==> src/rtl/frog_round_ctrl_pkg.sv <==
// Shared types and width helpers for the Frogger round/lives sequencer.
package frog_pkg;

   // FSM state encoding; the numeric values are also what the state debug output shows.
   typedef enum logic [2:0] {
      IDLE   = 3'd0,
      PLAY   = 3'd1,
      SCORED = 3'd2,
      HIT    = 3'd3,
      OVER   = 3'd4,
      WIN    = 3'd5
   } state_t;

   // Bits needed to hold a counter value in 0..n (at least one bit).
   function automatic int cnt_w(input int n);
      return (n < 1) ? 1 : $clog2(n + 1);
   endfunction

   // Widths for the default configuration (WIN_SCORE=17, HOLD_CYCLES=8).
   // The controller re-derives the counter widths from its own parameters.
   localparam int LIVES_W = 3;
   localparam int TALLY_W = $clog2(17 + 1);
   localparam int HOLD_W  = $clog2(8 + 1);

endpackage

==> src/rtl/frog_round_ctrl_if.sv <==
// Signal bundle between the game top level and the round controller.
interface frog_round_ctrl_if;
   import frog_pkg::*;

   // Game inputs
   logic               start;
   logic               up;
   logic [15:0]        topRow;
   logic               collision;

   // Controller outputs
   logic               score_pulse;
   logic               respawn;
   logic               freeze;
   logic [LIVES_W-1:0] lives;
   logic               game_over;
   logic               win;
   logic [2:0]         state;

   // Side that drives the game inputs and observes the controller.
   modport master (
      output start, up, topRow, collision,
      input  score_pulse, respawn, freeze, lives, game_over, win, state
   );

   // The round controller itself.
   modport slave (
      input  start, up, topRow, collision,
      output score_pulse, respawn, freeze, lives, game_over, win, state
   );

endinterface

==> src/rtl/frog_round_ctrl_edge_rise.sv <==
// Rising-edge detector: one register plus an AND, cleared asynchronously.
module edge_rise (
   input  logic clk,
   input  logic rst_n,
   input  logic d_i,
   output logic rise_o
);

   logic d_q;

   // Remember last cycle's level so a held input only produces one pulse.
   always_ff @(posedge clk or negedge rst_n) begin
      if (!rst_n) d_q <= 1'b0;
      else        d_q <= d_i;
   end

   assign rise_o = d_i & ~d_q;

endmodule

==> src/rtl/frog_round_ctrl.sv <==
// Round/lives sequencer for Frogger: turns key edges, top-row occupancy and
// car hits into score/respawn strobes, tracks lives and crossings, and holds
// the playfield frozen for a fixed time after every score or hit.
module frog_round_ctrl
   import frog_pkg::*;
#(
   parameter int LIVES       = 3,
   parameter int WIN_SCORE   = 17,
   parameter int HOLD_CYCLES = 8
) (
   input  logic               clk,
   input  logic               reset,
   frog_round_ctrl_if.slave   bus
);

   localparam int TALLY_BITS = cnt_w(WIN_SCORE);
   localparam int HOLD_BITS  = cnt_w(HOLD_CYCLES);

   localparam logic [LIVES_W-1:0]    LIVES_INIT = LIVES_W'(LIVES);
   localparam logic [LIVES_W-1:0]    LIFE_ONE   = LIVES_W'(1);
   localparam logic [TALLY_BITS-1:0] WIN_TALLY  = TALLY_BITS'(WIN_SCORE);
   localparam logic [HOLD_BITS-1:0]  HOLD_LOAD  = HOLD_BITS'(HOLD_CYCLES);
   localparam logic [HOLD_BITS-1:0]  HOLD_ONE   = HOLD_BITS'(1);

   state_t                state_q;
   logic [LIVES_W-1:0]    lives_q;
   logic [TALLY_BITS-1:0] tally_q;
   logic [HOLD_BITS-1:0]  hold_q;
   logic                  score_pulse_q;
   logic                  respawn_q;
   logic                  freeze_q;
   logic                  game_over_q;
   logic                  win_q;

   logic                  up_rise;
   logic                  start_rise;
   logic                  on_top;
   logic [TALLY_BITS-1:0] tally_d;

   edge_rise u_up_rise (
      .clk    (clk),
      .rst_n  (reset),
      .d_i    (bus.up),
      .rise_o (up_rise)
   );

   edge_rise u_start_rise (
      .clk    (clk),
      .rst_n  (reset),
      .d_i    (bus.start),
      .rise_o (start_rise)
   );

   assign on_top  = |bus.topRow;
   // Tally after a successful crossing; the FSM leaves PLAY when this hits
   // WIN_SCORE, so it never needs to exceed that value.
   assign tally_d = tally_q + TALLY_BITS'(1);

   // Round FSM with lives, tally and hold counters and all registered outputs.
   always_ff @(posedge clk or negedge reset) begin
      if (!reset) begin
         state_q       <= IDLE;
         lives_q       <= '0;
         tally_q       <= '0;
         hold_q        <= '0;
         score_pulse_q <= 1'b0;
         respawn_q     <= 1'b0;
         freeze_q      <= 1'b1;
         game_over_q   <= 1'b0;
         win_q         <= 1'b0;
      end else begin
         // Strobes are single-cycle unless a branch below re-asserts them.
         score_pulse_q <= 1'b0;
         respawn_q     <= 1'b0;

         unique case (state_q)
            IDLE, OVER, WIN: begin
               // A fresh game starts identically from any of the idle states.
               if (start_rise) begin
                  state_q     <= PLAY;
                  lives_q     <= LIVES_INIT;
                  tally_q     <= '0;
                  hold_q      <= '0;
                  respawn_q   <= 1'b1;
                  freeze_q    <= 1'b0;
                  game_over_q <= 1'b0;
                  win_q       <= 1'b0;
               end
            end

            PLAY: begin
               if (bus.collision) begin
                  // A hit always wins over a simultaneous score.
                  freeze_q <= 1'b1;
                  if (lives_q <= LIFE_ONE) begin
                     // Last life gone: no hold, no respawn, straight to OVER.
                     lives_q     <= '0;
                     state_q     <= OVER;
                     game_over_q <= 1'b1;
                  end else begin
                     lives_q <= lives_q - LIFE_ONE;
                     hold_q  <= HOLD_LOAD;
                     state_q <= HIT;
                  end
               end else if (up_rise && on_top) begin
                  score_pulse_q <= 1'b1;
                  tally_q       <= tally_d;
                  freeze_q      <= 1'b1;
                  if (tally_d == WIN_TALLY) begin
                     state_q <= WIN;
                     win_q   <= 1'b1;
                  end else begin
                     hold_q  <= HOLD_LOAD;
                     state_q <= SCORED;
                  end
               end
            end

            SCORED, HIT: begin
               // Hold counts HOLD_CYCLES..1; the cycle after 1 is back in play.
               if (hold_q <= HOLD_ONE) begin
                  hold_q    <= '0;
                  state_q   <= PLAY;
                  respawn_q <= 1'b1;
                  freeze_q  <= 1'b0;
               end else begin
                  hold_q <= hold_q - HOLD_ONE;
               end
            end

            default: begin
               // Unused encodings recover to a frozen IDLE.
               state_q     <= IDLE;
               freeze_q    <= 1'b1;
               game_over_q <= 1'b0;
               win_q       <= 1'b0;
            end
         endcase
      end
   end

   assign bus.score_pulse = score_pulse_q;
   assign bus.respawn     = respawn_q;
   assign bus.freeze      = freeze_q;
   assign bus.lives       = lives_q;
   assign bus.game_over   = game_over_q;
   assign bus.win         = win_q;
   assign bus.state       = state_q;

endmodule

==> src/flat_wrapper.sv <==
// flat-port wrapper written by rule: the top's interface ports become plain ports
module frog_round_ctrl_flat import frog_pkg::*;
#(
   parameter int LIVES       = 3,
   parameter int WIN_SCORE   = 17,
   parameter int HOLD_CYCLES = 8
)
  (clk, reset, bus_start, bus_up, bus_topRow, bus_collision, bus_score_pulse, bus_respawn, bus_freeze, bus_lives, bus_game_over, bus_win, bus_state);
  frog_round_ctrl_if bus_i ();
  input  logic clk;
  input  logic reset;
  input wire logic [$bits(bus_i.start)-1:0] bus_start;
  input wire logic [$bits(bus_i.up)-1:0] bus_up;
  input wire logic [$bits(bus_i.topRow)-1:0] bus_topRow;
  input wire logic [$bits(bus_i.collision)-1:0] bus_collision;
  output wire logic [$bits(bus_i.score_pulse)-1:0] bus_score_pulse;
  output wire logic [$bits(bus_i.respawn)-1:0] bus_respawn;
  output wire logic [$bits(bus_i.freeze)-1:0] bus_freeze;
  output wire logic [$bits(bus_i.lives)-1:0] bus_lives;
  output wire logic [$bits(bus_i.game_over)-1:0] bus_game_over;
  output wire logic [$bits(bus_i.win)-1:0] bus_win;
  output wire logic [$bits(bus_i.state)-1:0] bus_state;
  assign bus_i.start = bus_start;
  assign bus_i.up = bus_up;
  assign bus_i.topRow = bus_topRow;
  assign bus_i.collision = bus_collision;
  assign bus_score_pulse = bus_i.score_pulse;
  assign bus_respawn = bus_i.respawn;
  assign bus_freeze = bus_i.freeze;
  assign bus_lives = bus_i.lives;
  assign bus_game_over = bus_i.game_over;
  assign bus_win = bus_i.win;
  assign bus_state = bus_i.state;
  frog_round_ctrl #(.LIVES(LIVES), .WIN_SCORE(WIN_SCORE), .HOLD_CYCLES(HOLD_CYCLES)) u_core (.clk(clk), .reset(reset), .bus(bus_i));
endmodule
==> config.mk <==
export PLATFORM = sky130hd
export DESIGN_NAME = frog_round_ctrl_flat
export DESIGN_NICKNAME = d
export VERILOG_FILES = /design/src/rtl/frog_round_ctrl_pkg.sv /design/src/rtl/frog_round_ctrl_if.sv /design/src/rtl/frog_round_ctrl_edge_rise.sv /design/src/rtl/frog_round_ctrl.sv /design/src/flat_wrapper.sv
export SDC_FILE = /design/constraint.sdc
export NUM_CORES = 1
export LEC_CHECK = 0
export ABC_AREA = 1
export BUFFER_PORTS_ARGS = -buffer_cell sky130_fd_sc_hd__buf_2
export CORE_MARGIN = 2
export CORE_UTILIZATION = 30
export CTS_BUF_LIST = sky130_fd_sc_hd__clkbuf_16
export DETAILED_ROUTE_END_ITERATION = 7
export SLEW_MARGIN = 20
export SYNTH_ARGS = -nofsm -noshare
export SYNTH_HDL_FRONTEND = slang
export SYNTH_SLANG_ARGS = --single-unit
export TNS_END_PERCENT = 30
==> constraint.sdc <==
create_clock -name clk -period 3.9 [get_ports clk]
set_input_delay 0.39 -clock clk [delete_from_list [all_inputs] [get_ports clk]]
set_output_delay 0.39 -clock clk [all_outputs]
set_load 0.05 [all_outputs]
==> qor.txt <==
Status: completed
Starting Density: 31.8%
Register bit total from synthesis: 22
Fraction of layout cells with a size suffix above 1: 22.3%
Clock slew at reported path FFs: 0.06 ns
CTS Buf Count: 3
Final critical-path required period: 1.80 ns
Synth area leaders: dfrtp_1 41%, nand2_1 15%, nor2_1 7.0%
Slew @ Worst Pin: 0.499 ns
Clk Latency, worst-skew pair: 0.25 ns
Synthesized area: 1290 um2
Final hold vios: 0
Final design utilization: 39.0%
CTS tree: done
# port buffers: 31
Vias after detailed routing: 1163
Via/cell ratio: 4.54
CP cell instances: inv_1, nand2_1, nor2_2, nand2_1, nor2_1, nor2_1, nand3_2, nand2_1, o21ai_0
Initial antenna violation count: 0
Synth-to-layout area growth: 22.6%
Leading register cell type out of synthesis: dfrtp_1
Setup Skew: 0.00212 ns
GRT Total Usage: 12.5%
HPWL after DPL: 2170 um
FMAX: 554 MHz
Worst VDD drop: 0.330 mV
Die Y: 69.6 um
Buf/Inv on CP: 1
Clk root buf: clkbuf_16
Max Cap Viol: 0
Number of distinct library cells after synthesis: 24
Slew headroom: 66.7%
FP Rows: 23
Post-Synth XOR/XNOR Area: 1.36%
Post-synth ARST share: 100%
Layout net count: 234
Final instance area: 1580 um2
Required @ worst endpoint: 4.06 ns
PwrDens: 754 nW/um2
Vias in the first global route: 1130
ANT nets after route: 0
Crit path max fanout: 12
Synth Area in Simple Gates: 34.0%
Syn_nets: 199
Syn_area_per_cell: 7.50 um2
Cell type with the largest total area after synthesis: dfrtp_1
Final Wtd Congestion: 0.883
RSZ-0062 raised after global routing: false
Count of final setup violators: 0
Grt total ovfl: 0
Core ar.: 4060 um2
Number of DRC markers in iteration 0: 45
CP most frequent cell: nand2_1
Largest net degree at the start of global routing: 23
Compound-Gate Fraction of Synth Area: 8.63%
Gate Count Post-Synth: 172
Clock buffer depth: 2
Post-CTS sizing: 0
Crit path DAT: 1.96 ns
CP Launch Type: register
CP max stage delay: 0.41 ns
CTS Sinks: 22
Post-synth top area share: 40.7%
H-tree depth: 1
Dpl cell area: 1500 um2
Seq/Total Area, Yosys: 42.8%
Final period util: 46.3%
Post-synthesis mux area share: 0%
Slowest CP cell: dfrtp_1
Setup Fix Bufs, Post-CTS: 0
Ant diodes: 0
Die W: 69.6 um
EDFF count, synth: 0
Crit. End Element: register
Delay-heaviest family, CP: simple AND/OR/NAND/NOR gates
Hold-fix buffers, CTS: 0
Slew Limit Fails: 0
Sum Neg Setup Slack: 0 ns
I/O pin total: 32
Leak: 0.000820 uW
Wire length of the first global-routing pass: 4920 um
Post-Route WL: 2770 um
Crit path kind: register to register
Largest family of logic cells by synthesized area: simple AND/OR/NAND/NOR gates
First drt pass iteration count: 4
Worst hold path class: input port to async pin
DRC Markers: 0
Ys Warns: 0
Die area: 4840 um2
Synth Area in Adders: 5.82%
Routed WL per cell: 10.8 um
## state kept, by name (all words and copies together), names as in the netlist
signal,flops
u_core.bus.freeze,1
u_core.bus.game_over,1
u_core.bus.lives,3
u_core.bus.respawn,1
u_core.bus.score_pulse,1
u_core.bus.state,3
u_core.bus.win,1
u_core.hold_q,4
u_core.tally_q,5
u_core.u_start_rise.d_q,1
u_core.u_up_rise.d_q,1
## Yosys cell counts (2+ instances only)
cell      number
o211ai_1       2
o21ai_1        2
nand3_1        6
xnor2_1        2
nand2_1       53
nor2_1        24
nor3_2         2
nand4_1        5
a21oi_1        3
dfrtp_1       21
inv_1         21
inv_2          3
ha_1           6
o21ai_0       10
nor2_2         2
nand3_2        2
## cell type report
class                      instances  area [um2]
fill                             447        2480
multi-input combinational        125         643
sequential                        22         552
timing repair buffer              31         155
inverter                          24        90.1
clock buffer                       3        75.1
tap                               50        62.6
clock inverter                     1        3.75
## where the power goes
| group | switching, uW | internal [uW] |
|---|---|---|
| clock | 76.6 | 137 |
| sequential | 58.1 | 298 |
| combinational | 444 | 179 |
## final timing paths
path,slack [ns],depth (start not counted),to,startpoint
max in group asynchronous,3.44,1,u_core.bus.freeze$_DFFE_PN1P_,reset
worst max-delay path,2.10,9,u_core.hold_q[2]$_DFFE_PN0P_,u_core.bus.state[2]$_DFFE_PN0P_
min in group clk,0.26,1,u_core.u_up_rise.d_q$_DFF_PN0_,bus_up
worst max register to register,2.10,9,u_core.hold_q[2]$_DFFE_PN0P_,u_core.bus.state[2]$_DFFE_PN0P_
worst min register to register,0.47,2,u_core.bus.freeze$_DFFE_PN1P_,u_core.bus.freeze$_DFFE_PN1P_
worst min-delay path,0.1,1,u_core.bus.respawn$_DFF_PN0_,reset
## worst reg2reg max path, stage by stage, from the launching register on
cell     delay [ns]
dfrtp_1        0.41
inv_1          0.06
nand2_1        0.07
nor2_2         0.39
nand2_1        0.25
nor2_1         0.20
nor2_1         0.07
nand3_2        0.10
nand2_1        0.05
o21ai_0        0.09
## layout by cell type (no fill, tap or decap), types with 2 or more instances in the layout
cell type   n
nor2_2      2
xnor2_1     2
inv_2       3
a21oi_1     3
dfrtp_1    21
buf_2      31
nand4_1     5
o21ai_0    10
nand2_1    53
nor3_2      2
clkbuf_16   3
inv_1      21
nand3_1     6
o21ai_1     2
nand3_2     2
o211ai_1    2
ha_1        6
nor2_1     24
## per-layer routing
metal | share of wire [%] | up-vias | GRT usage [%]
met5 | 0 | - | 0
li1 | - | 616 | -
met2 | 45 | 26 | 19.8
met3 | 4.2 | 5 | 1.74
met1 | 49 | 516 | 17.1
met4 | 1.9 | 0 | 5.23
## metrics by stage
step                total power, uW  setup slack (ns)  hold WS, ns  instances
floorplan                       840              2.20       0.0944        172
global route                   1300              1.88        0.134        256
detailed placement              987              2.15        0.386        252
CTS                            1210              2.08        0.112        256
global placement                986              2.24        0.380        252
finish                         1190              2.10       0.0995        256
## logic make-up after synthesis
family / after synthesis
simple gates: 97
xor+xnor: 2
compound gates: 20
flops: 22
buf+inv: 25
fa+ha+maj: 6
(Power assumes the default switching activity.)
